$ cat config.mk
export PLATFORM = sky130hd
export DESIGN_NAME = secuenciador_serie
export DESIGN_NICKNAME = d
export VERILOG_FILES = /design/src/rtl/secuenciador_serie_pkg.sv /design/src/rtl/secuenciador_serie_contador_mod_n.sv /design/src/rtl/secuenciador_serie.sv
export SDC_FILE = /design/constraint.sdc
export NUM_CORES = 1
export LEC_CHECK = 0
export CORE_MARGIN = 4
export CORE_UTILIZATION = 53
export DETAILED_ROUTE_END_ITERATION = 12
export PLACE_DENSITY_LB_ADDON = 0.25
export SETUP_SLACK_MARGIN = 0.3
export SLEW_MARGIN = 10
export SYNTH_ARGS = -nofsm -noshare
export SYNTH_HDL_FRONTEND = slang
export SYNTH_HIERARCHICAL = 1
export SYNTH_SLANG_ARGS = --single-unit
export TNS_END_PERCENT = 30
$ cat constraint.sdc
create_clock -name i_clk -period 5.14 [get_ports i_clk]
set_clock_uncertainty 0.1 [all_clocks]
set_input_delay 1.542 -clock i_clk [delete_from_list [all_inputs] [get_ports i_clk]]
set_output_delay 1.542 -clock i_clk [all_outputs]
set_load 0.01 [all_outputs]
$ cat src/rtl/secuenciador_serie_pkg.sv
// Shared types and constants for the bit-serial word sequencer feeding the 4:1 registered mux.
package secuenciador_serie_pkg;

    localparam int unsigned DATA_W_DEF   = 4;
    localparam int unsigned SEL_W_DEF    = 2;
    localparam int unsigned WORD_CNT_W   = 8;
    localparam int unsigned WORD_CNT_MOD = 256;
    localparam int unsigned GAP_CNT_W    = 4;

    typedef enum logic [1:0] {
        ST_IDLE = 2'd0,
        ST_SEND = 2'd1,
        ST_GAP  = 2'd2
    } state_t;

    // Single-bit status outputs, registered together.
    typedef struct packed {
        logic ready;
        logic busy;
        logic frame_start;
        logic frame_end;
    } flags_t;

    localparam flags_t FLAGS_RST = '{ready: 1'b1, busy: 1'b0, frame_start: 1'b0, frame_end: 1'b0};

    // First and last selector codes of a word for the chosen bit order.
    function automatic int unsigned sel_start(input int unsigned data_w, input bit msb_first);
        return msb_first ? data_w - 1 : 0;
    endfunction

    function automatic int unsigned sel_end(input int unsigned data_w, input bit msb_first);
        return msb_first ? 0 : data_w - 1;
    endfunction

endpackage

$ cat src/rtl/secuenciador_serie_contador_mod_n.sv
// Modulo-MOD up-counter with synchronous reset, load and enable; o_wrap flags the terminal count.
module contador_mod_n
    import secuenciador_serie_pkg::*;
#(
    parameter int unsigned WIDTH = 8,
    parameter int unsigned MOD   = 256
) (
    input  logic             i_clk,
    input  logic             i_rst,
    input  logic             i_en,
    input  logic             i_load,
    input  logic [WIDTH-1:0] i_val,
    output logic [WIDTH-1:0] o_cnt,
    output logic             o_wrap
);

    localparam logic [WIDTH-1:0] LAST = WIDTH'(MOD - 1);

    logic [WIDTH-1:0] r_cnt;

    always_ff @(posedge i_clk) begin
        if (i_rst) begin
            r_cnt <= '0;
        end else if (i_load) begin
            r_cnt <= i_val;
        end else if (i_en) begin
            r_cnt <= (r_cnt == LAST) ? '0 : r_cnt + WIDTH'(1);
        end
    end

    assign o_cnt  = r_cnt;
    assign o_wrap = (r_cnt == LAST);

endmodule

$ cat src/rtl/secuenciador_serie.sv
// Accepts a parallel word over valid/ready and sweeps the mux selector so the mux emits it
// bit-serially, with frame pulses, an idle gap after each word and a sent-word counter.
module secuenciador_serie
    import secuenciador_serie_pkg::*;
#(
    parameter int unsigned DATA_W     = DATA_W_DEF,
    parameter int unsigned SEL_W      = SEL_W_DEF,
    parameter int unsigned GAP_CYCLES = 1,
    parameter int unsigned MSB_FIRST  = 0
) (
    input  logic                  i_clk,
    input  logic                  i_rst,
    input  logic                  i_valid,
    input  logic [DATA_W-1:0]     i_word,
    output logic                  o_ready,
    output logic [DATA_W-1:0]     o_data,
    output logic [SEL_W-1:0]      o_selector,
    output logic                  o_busy,
    output logic                  o_frame_start,
    output logic                  o_frame_end,
    output logic [WORD_CNT_W-1:0] o_word_cnt
);

    localparam bit               MSB        = (MSB_FIRST != 0);
    localparam logic [SEL_W-1:0] SEL_FIRST  = SEL_W'(sel_start(DATA_W, MSB));
    localparam logic [SEL_W-1:0] SEL_LAST   = SEL_W'(sel_end(DATA_W, MSB));
    localparam int unsigned      GAP_MOD    = (GAP_CYCLES > 0) ? GAP_CYCLES : 1;

    state_t              r_state;
    state_t              w_state_nxt;
    logic [DATA_W-1:0]   r_data;
    logic [DATA_W-1:0]   w_data_nxt;
    logic [SEL_W-1:0]    r_sel;
    logic [SEL_W-1:0]    w_sel_nxt;
    logic [SEL_W-1:0]    w_sel_step;
    flags_t              r_flags;
    flags_t              w_flags_nxt;

    logic                w_word_done;
    logic                w_gap_load;
    logic                w_gap_en;
    logic                w_gap_done;
    logic [GAP_CNT_W-1:0] w_gap_cnt;
    logic                w_unused_word_wrap;

    // Selector direction is fixed by the bit order, so it stays outside the counters.
    assign w_sel_step = MSB ? (r_sel - SEL_W'(1)) : (r_sel + SEL_W'(1));

    always_ff @(posedge i_clk) begin
        if (i_rst) begin
            r_state <= ST_IDLE;
            r_data  <= '0;
            r_sel   <= '0;
            r_flags <= FLAGS_RST;
        end else begin
            r_state <= w_state_nxt;
            r_data  <= w_data_nxt;
            r_sel   <= w_sel_nxt;
            r_flags <= w_flags_nxt;
        end
    end

    always_comb begin
        w_state_nxt = r_state;
        w_data_nxt  = r_data;
        w_sel_nxt   = r_sel;
        w_word_done = 1'b0;
        w_gap_load  = 1'b0;
        w_gap_en    = 1'b0;

        unique case (r_state)
            ST_IDLE: begin
                if (i_valid) begin
                    w_data_nxt  = i_word;
                    w_sel_nxt   = SEL_FIRST;
                    w_state_nxt = ST_SEND;
                end
            end
            ST_SEND: begin
                if (r_sel == SEL_LAST) begin
                    w_word_done = 1'b1;
                    if (GAP_CYCLES > 0) begin
                        w_gap_load  = 1'b1;
                        w_state_nxt = ST_GAP;
                    end else begin
                        w_state_nxt = ST_IDLE;
                    end
                end else begin
                    w_sel_nxt = w_sel_step;
                end
            end
            ST_GAP: begin
                if (w_gap_done) begin
                    w_state_nxt = ST_IDLE;
                end else begin
                    w_gap_en = 1'b1;
                end
            end
            default: begin
                w_state_nxt = ST_IDLE;
            end
        endcase

        // Flags are registered from the next state so they line up with o_selector.
        w_flags_nxt.ready       = (w_state_nxt == ST_IDLE);
        w_flags_nxt.busy        = (w_state_nxt != ST_IDLE);
        w_flags_nxt.frame_start = (r_state == ST_IDLE) && (w_state_nxt == ST_SEND);
        w_flags_nxt.frame_end   = (w_state_nxt == ST_SEND) && (w_sel_nxt == SEL_LAST);
    end

    contador_mod_n #(
        .WIDTH (GAP_CNT_W),
        .MOD   (GAP_MOD)
    ) u_gap_cnt (
        .i_clk  (i_clk),
        .i_rst  (i_rst),
        .i_en   (w_gap_en),
        .i_load (w_gap_load),
        .i_val  ('0),
        .o_cnt  (w_gap_cnt),
        .o_wrap (w_gap_done)
    );

    contador_mod_n #(
        .WIDTH (WORD_CNT_W),
        .MOD   (WORD_CNT_MOD)
    ) u_word_cnt (
        .i_clk  (i_clk),
        .i_rst  (i_rst),
        .i_en   (w_word_done),
        .i_load (1'b0),
        .i_val  ('0),
        .o_cnt  (o_word_cnt),
        .o_wrap (w_unused_word_wrap)
    );

    assign o_ready       = r_flags.ready;
    assign o_busy        = r_flags.busy;
    assign o_frame_start = r_flags.frame_start;
    assign o_frame_end   = r_flags.frame_end;
    assign o_data        = r_data;
    assign o_selector    = r_sel;

    // Gap count value is only observed through its terminal-count flag.
    logic w_unused_gap_cnt;
    assign w_unused_gap_cnt = ^w_gap_cnt;

endmodule

==> results of run 1 <==
[per-layer routing]
metal  part of all wire [%]  GRT usage, %  vias up
li1                       -             -      523
met1                     45          21.5      491
met2                     50          29.2       21
met3                    3.4          3.03        7
met4                    2.3          8.33        0
met5                      0             0        -
[worst paths after layout]
path | to | start | slack, ns
max | u_gap_cnt/o_cnt[3]$_SDFFE_PP0P_ | i_rst | 2.08
max reg2reg | u_word_cnt/o_cnt[5]$_SDFFE_PP0P_ | r_state[0]$_SDFF_PP0_ | 2.87
min | o_data[2]$_SDFFE_PP0P_ | o_data[2]$_SDFFE_PP0P_ | 0.42
min reg2reg | o_data[2]$_SDFFE_PP0P_ | o_data[2]$_SDFFE_PP0P_ | 0.42
[sequential cells by signal, indices dropped and copies added, names as in the netlist]
signal / cells
u_word_cnt/o_cnt: 8
o_data: 4
u_gap_cnt/o_cnt: 4
o_selector: 2
r_state: 2
o_busy: 1
o_frame_end: 1
o_frame_start: 1
o_ready: 1
[cell type report]
cell class	instances	area, um2
multi-input cells	107	688
fillers	158	502
flip-flops and latches	24	480
repair buffers	24	240
inverters	12	45.0
well taps	27	33.8
clock inverters	1	30.0
clock buffers	3	22.5
[through the flow]
| step | area, um2 | instances | utilization [%] | hold slack (ns) | setup WS (ns) |
|---|---|---|---|---|---|
| final | 1540 | 198 | 75.4 | 0.417 | 2.08 |
| after global routing | 1540 | 198 | 75.4 | 0.466 | 2.00 |
| after CTS | 1540 | 198 | 75.4 | 0.426 | 2.05 |
| after detailed placement | 1490 | 194 | 72.9 | 0.393 | 1.71 |
| after global placement | 1490 | 194 | 72.9 | 0.379 | 1.76 |
| after floorplan | 1240 | 148 | - | 0.431 | 2.85 |
[power by group]
| group | internal (uW) | leakage (uW) | switching (uW) |
|---|---|---|---|
| registers | 195 | 0.000197 | 9.79 |
| logic | 29.7 | 0.000358 | 23.8 |
| clock network | 78.9 | 0.0000279 | 59.9 |
| total | 303 | 0.000583 | 93.5 |
[worst max-delay path, stage by stage]
cell	delay (ns)
clkdlybuf4s50_1	0.87
or4_1	0.69
o22ai_2	0.10
==> metrics.txt, run 1 <==
status finished, final reports clean; initial core utilization 58.1%; H-tree depth 1; yosys warns 6; crit path time final around 3 ns; CTS Buf Count 3; post-synthesis cell area between 1000 and 1500 um2; Cells after Synth around 130; Worst setup SP type input port; worst-path maximum fanout 25; Die Y 55.3 um; Max Root-Sink Buffers 2; Worst EP required 5.29 ns; post-route ant nets 0; Synth-to-Final Area Change 29.9%; WL per Instance around 13 um; Pwr Density about 260 nW/um2; TNS Setup 0 ns; worst r2r path cells 6; setup bufs post-CTS 0; period utilization a little under 60%; RSZ-0062 raised after global routing false; first-pass GRT wire length roughly 4.5 mm; most frequent cells in the layout clkdlybuf4s50_1, dfxtp_1, conb_1; Worst EP arrival around 3.2 ns; die area ~3000 um2; Max Clk Rate about 330 MHz; kind of critical path input port to flop; Sink Count 24; nets 182; Post-CTS Resized 0; hold depth 2; Mean Syn Cell Area around 9 um2; Max-Cap Viols 0; core area just over 2000 um2; clock slew at reported path FFs approximately 0.13 ns; IO Pins 25; total power roughly 400 uW; largest net degree at the start of global routing 26; Via density 5.26; antenna violations before repair 0; TritonCTS clock tree yes; number of global-route vias before repair about 1000; CTS Hold Bufs 0; grt total ovfl 0; slew margin rel. between 30% and 40%; share of post-route cells with drive strength above 1 approximately 8%; # rows 16; Max Slew Vio Count 0; Worst-Skew Late Latency 0.32 ns; final setup vio count 0; ANT cells 0; overall routed net length between 2 and 3 mm; first-pass iteration count of the detailed router 4; GP Congestion between 0.7 and 0.8; crit path capture type flop; Worst Hold Class flop to flop; drt initial violations 29; DP HPWL 1.82 mm; Worst Max-Slew Pin Slew around 0.91 ns; # DRC 0; GRT Total Usage between 10% and 20%; maximum vdd drop around 0.17 mV; Clock Tree Root clkbuf_4; DR vias ~1000; Fin. Hold Viols 0; DIE WIDTH 55.3 um; port bufs 24; Pleak between 0.0005 and 0.0006 uW
No activity file was read; power rests on OpenSTA's default activity.
==> inputs of run 2 (changes only) <==
--- a/config.mk
+++ b/config.mk
@@ -6,7 +6,7 @@
 export NUM_CORES = 1
 export LEC_CHECK = 0
 export CORE_MARGIN = 4
-export CORE_UTILIZATION = 53
+export CORE_UTILIZATION = 49
 export DETAILED_ROUTE_END_ITERATION = 12
 export PLACE_DENSITY_LB_ADDON = 0.25
 export SETUP_SLACK_MARGIN = 0.3
==> constraint.sdc (replaced) <==
create_clock -name i_clk -period 3.2 [get_ports i_clk]
set_clock_uncertainty 0.1 [all_clocks]
set_input_delay 0.96 -clock i_clk [delete_from_list [all_inputs] [get_ports i_clk]]
set_output_delay 0.96 -clock i_clk [all_outputs]
set_load 0.01 [all_outputs]
==> metrics.txt, run 2 (synthesis gave the netlist of run 1 again) <==
status finished, final reports clean; most frequent cells in the layout clkdlybuf4s50_1, dfxtp_1, conb_1; GRT Total Usage 15.1% (-2.4 points); Pleak 0.000574 uW (-1.6%); net switching power 130 uW (+40%); Critical Path, Cell by Cell clkdlybuf4s50_1; Inst Count DP 196 (+1.0%); Fin. Hold Viols 0 (unchanged); die area 3270 um2 (+7.0%); internal power 405 uW (+34%); Worst setup SP type flop; Synth-to-Final Area Change 28.1%; Via density 5.08 (-3.5%); TritonCTS clock tree yes; DP HPWL 1.73 mm (-4.7%); clock share of power 22.9% (-12 points); WL per Instance 11.3 um (-10%); crit path capture type output pin; sw frac 24.4% (+0.81 points); Worst EP arrival 1.36 ns (-1.85 ns); slew margin rel. 62.0% (+23 points); worst-path maximum fanout 7 (-72%); first-pass GRT wire length 3.96 mm (-12%); Worst Hold Class flop to flop; clock slew at reported path FFs 0.11 ns (-0.02 ns); core area 2250 um2 (+10%); Max Root-Sink Buffers 2 (unchanged); H-tree depth 1 (unchanged); Worst Max-Slew Pin Slew 0.569 ns (-0.339 ns); DIE WIDTH 57.2 um (+3.4%); nets 183 (+0.55%); Post-CTS Resized 0 (unchanged); antenna violations before repair 0 (unchanged); dpl ws 0.734 ns (-0.973 ns); number of global-route vias before repair 970 (-6.7%); Cell Count, Final, Fillers Out 199 (+0.51%); Worst EP required 2.14 ns (-3.15 ns); period utilization 75.5%; Max Clk Rate just over 400 MHz; setup bufs post-CTS 0 (unchanged); Max-Cap Viols 0 (unchanged); delay of the slowest critical-path stage 0.59 ns (-0.28 ns); CTS Hold Bufs 0 (unchanged); Util after Layout 67.4% (-8.1 points); grt total ovfl 0 (unchanged); drt initial violations 20 (-31%); # DRC 0 (unchanged); Die Y 57.2 um (+3.4%); crit path time final approximately 2.4 ns; kind of critical path flop to output pin; post-route setup slack 0.782 ns (-1.30 ns); CP Buf/Inv Count 1 (unchanged); DR vias 1011 (-3.0%); IO Pins 25 (unchanged); CP max stage cell clkdlybuf4s50_1; Worst-Skew Late Latency 0.30 ns (-0.02 ns); overall routed net length 2.25 mm (-10%); placed cell area 1500 um2 (+0.59%); TNS Setup 0 ns (unchanged); initial core utilization 52.6% (-5.5 points); Max Slew Vio Count 0 (unchanged); CTS Buf Count 3 (unchanged); Comb pwr share 16.0% (+2.5 points); Crit path max-delay family buffers and inverters; fillcell total 198 (+25%); Pwr Density 353 nW/um2 (+37%); power share of the sequential group 61.2% (+9.6 points); Clock Tree Root clkbuf_4; port bufs 24 (unchanged); # rows 17 (+1); Sink Count 24 (unchanged); post-route cell area 1520 um2 (-1.4%); share of post-route cells with drive strength above 1 8.19% (unchanged); ANT cells 0 (unchanged); final setup vio count 0 (unchanged); GP Congestion 0.751 (-5.0%); first-pass iteration count of the detailed router 4 (unchanged); post-route ant nets 0 (unchanged); max reg flops 8 (unchanged); largest net degree at the start of global routing 18 (-31%); RSZ-0062 raised after global routing false; maximum vdd drop 0.255 mV (+47%)
run 2: cell type report:
type / count / area [um2] / share of cell area (%)
Clock buffer: 3 / 22.5 / 1.48
Inverter: 12 / 45.0 / 2.97
Multi-Input combinational cell: 107 / 688 / 45.3
Sequential cell: 24 / 480 / 31.6
Tap cell: 28 / 35.0 / 2.31
Timing Repair Buffer: 25 / 248 / 16.3
run 2: per-layer routing:
layer / up-vias / global-route usage, % / share of wire, %
met5: - / 0 / 0
met4: 0 / 6.29 / 0.62
met3: 2 / 2.71 / 3.9
met2: 21 / 26.3 / 50
met1: 467 / 18.1 / 45
li1: 521 / - / -
run 2: stage by stage:
stage | hold WS (ns) | total power (uW)
finish | 0.413 | 536
global route | 0.439 | 572
CTS | 0.424 | 546
detailed placement | 0.395 | 420
global placement | 0.374 | 418
floorplan | 0.431 | 378
run 2: path summary, 6_finish.rpt:
path / depth (start not counted) / startpoint / to / slack [ns]
worst min-delay path: 2 / o_data[2]$_SDFFE_PP0P_ / o_data[2]$_SDFFE_PP0P_ / 0.41
worst min register to register: 2 / o_data[2]$_SDFFE_PP0P_ / o_data[2]$_SDFFE_PP0P_ / 0.41
worst max-delay path: 1 / u_word_cnt/o_cnt[2]$_SDFFE_PP0P_ / o_word_cnt[2] / 0.78
worst max register to register: 6 / r_state[0]$_SDFF_PP0_ / u_word_cnt/o_cnt[7]$_SDFFE_PP0P_ / 0.95
run 2: power by group through the flow:
stage	clock network [uW]	logic, uW	registers, uW
after floorplan	0	39.8	338
after global placement	0	84.1	334
after detailed placement	0	85.1	334
after CTS	133	85.6	328
after global routing	147	94.5	331
final	122	85.6	328
==> inputs of run 3 (changes only) <==
--- a/config.mk
+++ b/config.mk
@@ -6,7 +6,7 @@
 export NUM_CORES = 1
 export LEC_CHECK = 0
 export CORE_MARGIN = 4
-export CORE_UTILIZATION = 49
+export CORE_UTILIZATION = 45
 export DETAILED_ROUTE_END_ITERATION = 12
 export PLACE_DENSITY_LB_ADDON = 0.25
 export SETUP_SLACK_MARGIN = 0.3
==> constraint.sdc (replaced) <==
create_clock -name i_clk -period 2.1 [get_ports i_clk]
set_clock_uncertainty 0.1 [all_clocks]
set_input_delay 0.63 -clock i_clk [delete_from_list [all_inputs] [get_ports i_clk]]
set_output_delay 0.63 -clock i_clk [all_outputs]
set_load 0.01 [all_outputs]
==> metrics.txt, run 3 (synthesis gave the netlist of run 1 again) <==
status finished, final reports clean; ANT cells 0 (unchanged); CP endpoint u_gap_cnt/o_cnt[3]$_SDFFE_PP0P_; Max Slew Vio Count 0 (unchanged); Worst-Skew Late Latency 0.33 ns (+0.03 ns); Max Root-Sink Buffers 2 (unchanged); crit path capture type flop; CTS Hold Bufs 0 (unchanged); first-pass iteration count of the detailed router 4 (unchanged); DR vias 1091 (+7.9%); worst r2r path cells 8 (+2); total power 981 uW (+83%); worst-path maximum fanout 4 (-3); IO Pins 25 (unchanged); final setup vio count 0 (unchanged); Max Used Layer met4; drt initial violations 49 (+150%); H-tree depth 1 (unchanged); RSZ-0062 raised after global routing true; Max-Cap Viols 0 (unchanged); Sink Count 24 (unchanged); post-route setup slack 0.0762 ns (-0.706 ns); most frequent cells in the layout conb_1, nor2_1, clkdlybuf4s50_1; GP Congestion 0.708 (-5.7%); core area 2500 um2 (+11%); commonest non-fill, non-tap cell in the layout conb_1; nets 192 (+4.9%); DP HPWL 1.81 mm (+4.5%); DIE WIDTH 59.3 um (+3.7%); die area 3520 um2 (+7.6%); post-route ant nets 0 (unchanged); delay of the slowest critical-path stage 0.49 ns (-0.10 ns); Via density 5.17 (+1.8%); Fin. Hold Viols 0 (unchanged); Util after Layout 68.7% (+1.3 points); max reg flops 8 (unchanged); WL per Instance 13.4 um (+19%); number of global-route vias before repair 1129 (+16%); kind of critical path flop to flop; Critical Path, Cell by Cell inv_2 > ha_4 > nor3b_4 > or3b_4 > inv_4 > inv_4 > or4_4 > o22ai_2; CTS Buf Count 3 (unchanged); largest net degree at the start of global routing 25 (+7); Worst EP arrival 2.18 ns (+0.82 ns); grt total ovfl 0 (unchanged); Die Y 59.3 um (+3.7%); Worst setup SP type flop; GRT Total Usage 17.4% (+2.4 points); r2r startpoint u_gap_cnt/o_cnt[1]$_SDFFE_PP0P_; Worst EP required 2.26 ns (+0.12 ns); FF-to-FF End u_gap_cnt/o_cnt[3]$_SDFFE_PP0P_; dpl ws 0.0109 ns (-0.723 ns); # rows 18 (+1); share of post-route cells with drive strength above 1 25.4% (+17 points); maximum vdd drop 0.389 mV (+53%); Pwr Density 571 nW/um2 (+62%); Setup crit start u_gap_cnt/o_cnt[1]$_SDFFE_PP0P_; crit path time final 2.02 ns; Pleak 0.000736 uW (+28%); FF-to-FF setup slack 0.08 ns (-0.87 ns); Met1 Wirelength 1.21 mm (+19%); antenna violations before repair 0 (unchanged); Synth-to-Final Area Change 44.7%; TritonCTS clock tree yes; Worst Hold Class flop to flop; Max Clk Rate a little under 500 MHz; Clock Tree Root clkbuf_4; wire length on met3 88 um (unchanged); wire length on met2 1.48 mm (+31%); CP max stage cell or4_4; clock slew at reported path FFs 0.15 ns (+0.04 ns); # DRC 0 (unchanged); initial core utilization 47.4% (-5.2 points); port bufs 24 (unchanged); first-pass GRT wire length 4.73 mm (+19%); overall routed net length 2.83 mm (+26%); period utilization between 90 and 100%; cell mode on critical path inv_4
## run 3: final cells by class
type	count	area [um2]
Clock inverter	1	30.0
Sequential cell	24	512
Multi-Input combinational cell	107	733
Inverter	12	50.0
Clock buffer	3	22.5
Tap cell	30	37.5
Fill cell	202	783
Timing Repair Buffer	34	332
## run 3: critical path: cells and delay by family (launching register included)
family,cells,cell delay (ns)
buf+inv,3,0.18
flops,1,0.36
simple gates,3,1.07
fa+ha+maj,1,0.15
compound gates,1,0.10
## run 3: layer usage
layer  vias to the layer above  global-route usage, %
li1                        546                      -
met1                       521                   19.4
met2                        19                   30.6
met3                         5                   3.05
met4                         0                   10.4
met5                         -                      0
## run 3: power breakdown
group / switching (uW) / total, uW / internal, uW
logic: 65.6 / 141 / 75.8
clock network: 152 / 345 / 193
registers: 18.9 / 494 / 475
## run 3: what timing repair did
| action | in CTS | in global routing |
|---|---|---|
| resized for setup | 26 | 13 |
| cloned | 0 | 0 |
| endpoints found under the setup margin | 25 | 24 |
| pin swaps | 2 | 5 |
| buffers inserted | 3 | 2 |
## run 3: how the worst min path moves through the flow
stage / from / to / slack, ns / cells past startpoint
after CTS: o_selector[0]$_SDFF_PP0_ / r_state[0]$_SDFF_PP0_ / 0.41 / 1
final: o_data[3]$_SDFFE_PP0P_ / o_data[3]$_SDFFE_PP0P_ / 0.41 / 2
after global routing: o_selector[1]$_SDFF_PP0_ / r_state[0]$_SDFF_PP0_ / 0.44 / 1
after floorplan: u_gap_cnt/o_cnt[0]$_SDFFE_PP0P_ / u_gap_cnt/o_cnt[0]$_SDFFE_PP0P_ / 0.43 / 2
after global placement: o_data[1]$_SDFFE_PP0P_ / o_data[1]$_SDFFE_PP0P_ / 0.38 / 2
after detailed placement: o_data[3]$_SDFFE_PP0P_ / o_data[3]$_SDFFE_PP0P_ / 0.39 / 2
## run 3: through the flow
| step | hold WS [ns] | cells | TNS [ns] | cell area [um2] |
|---|---|---|---|---|
| after global placement | 0.381 | 202 | 0 | 1540 |
| after detailed placement | 0.387 | 202 | 0 | 1540 |
| after global routing | 0.436 | 211 | -0.00220 | 1720 |
| after CTS | 0.415 | 209 | 0 | 1660 |
| after floorplan | 0.429 | 148 | 0 | 1240 |
| final | 0.409 | 211 | 0 | 1720 |
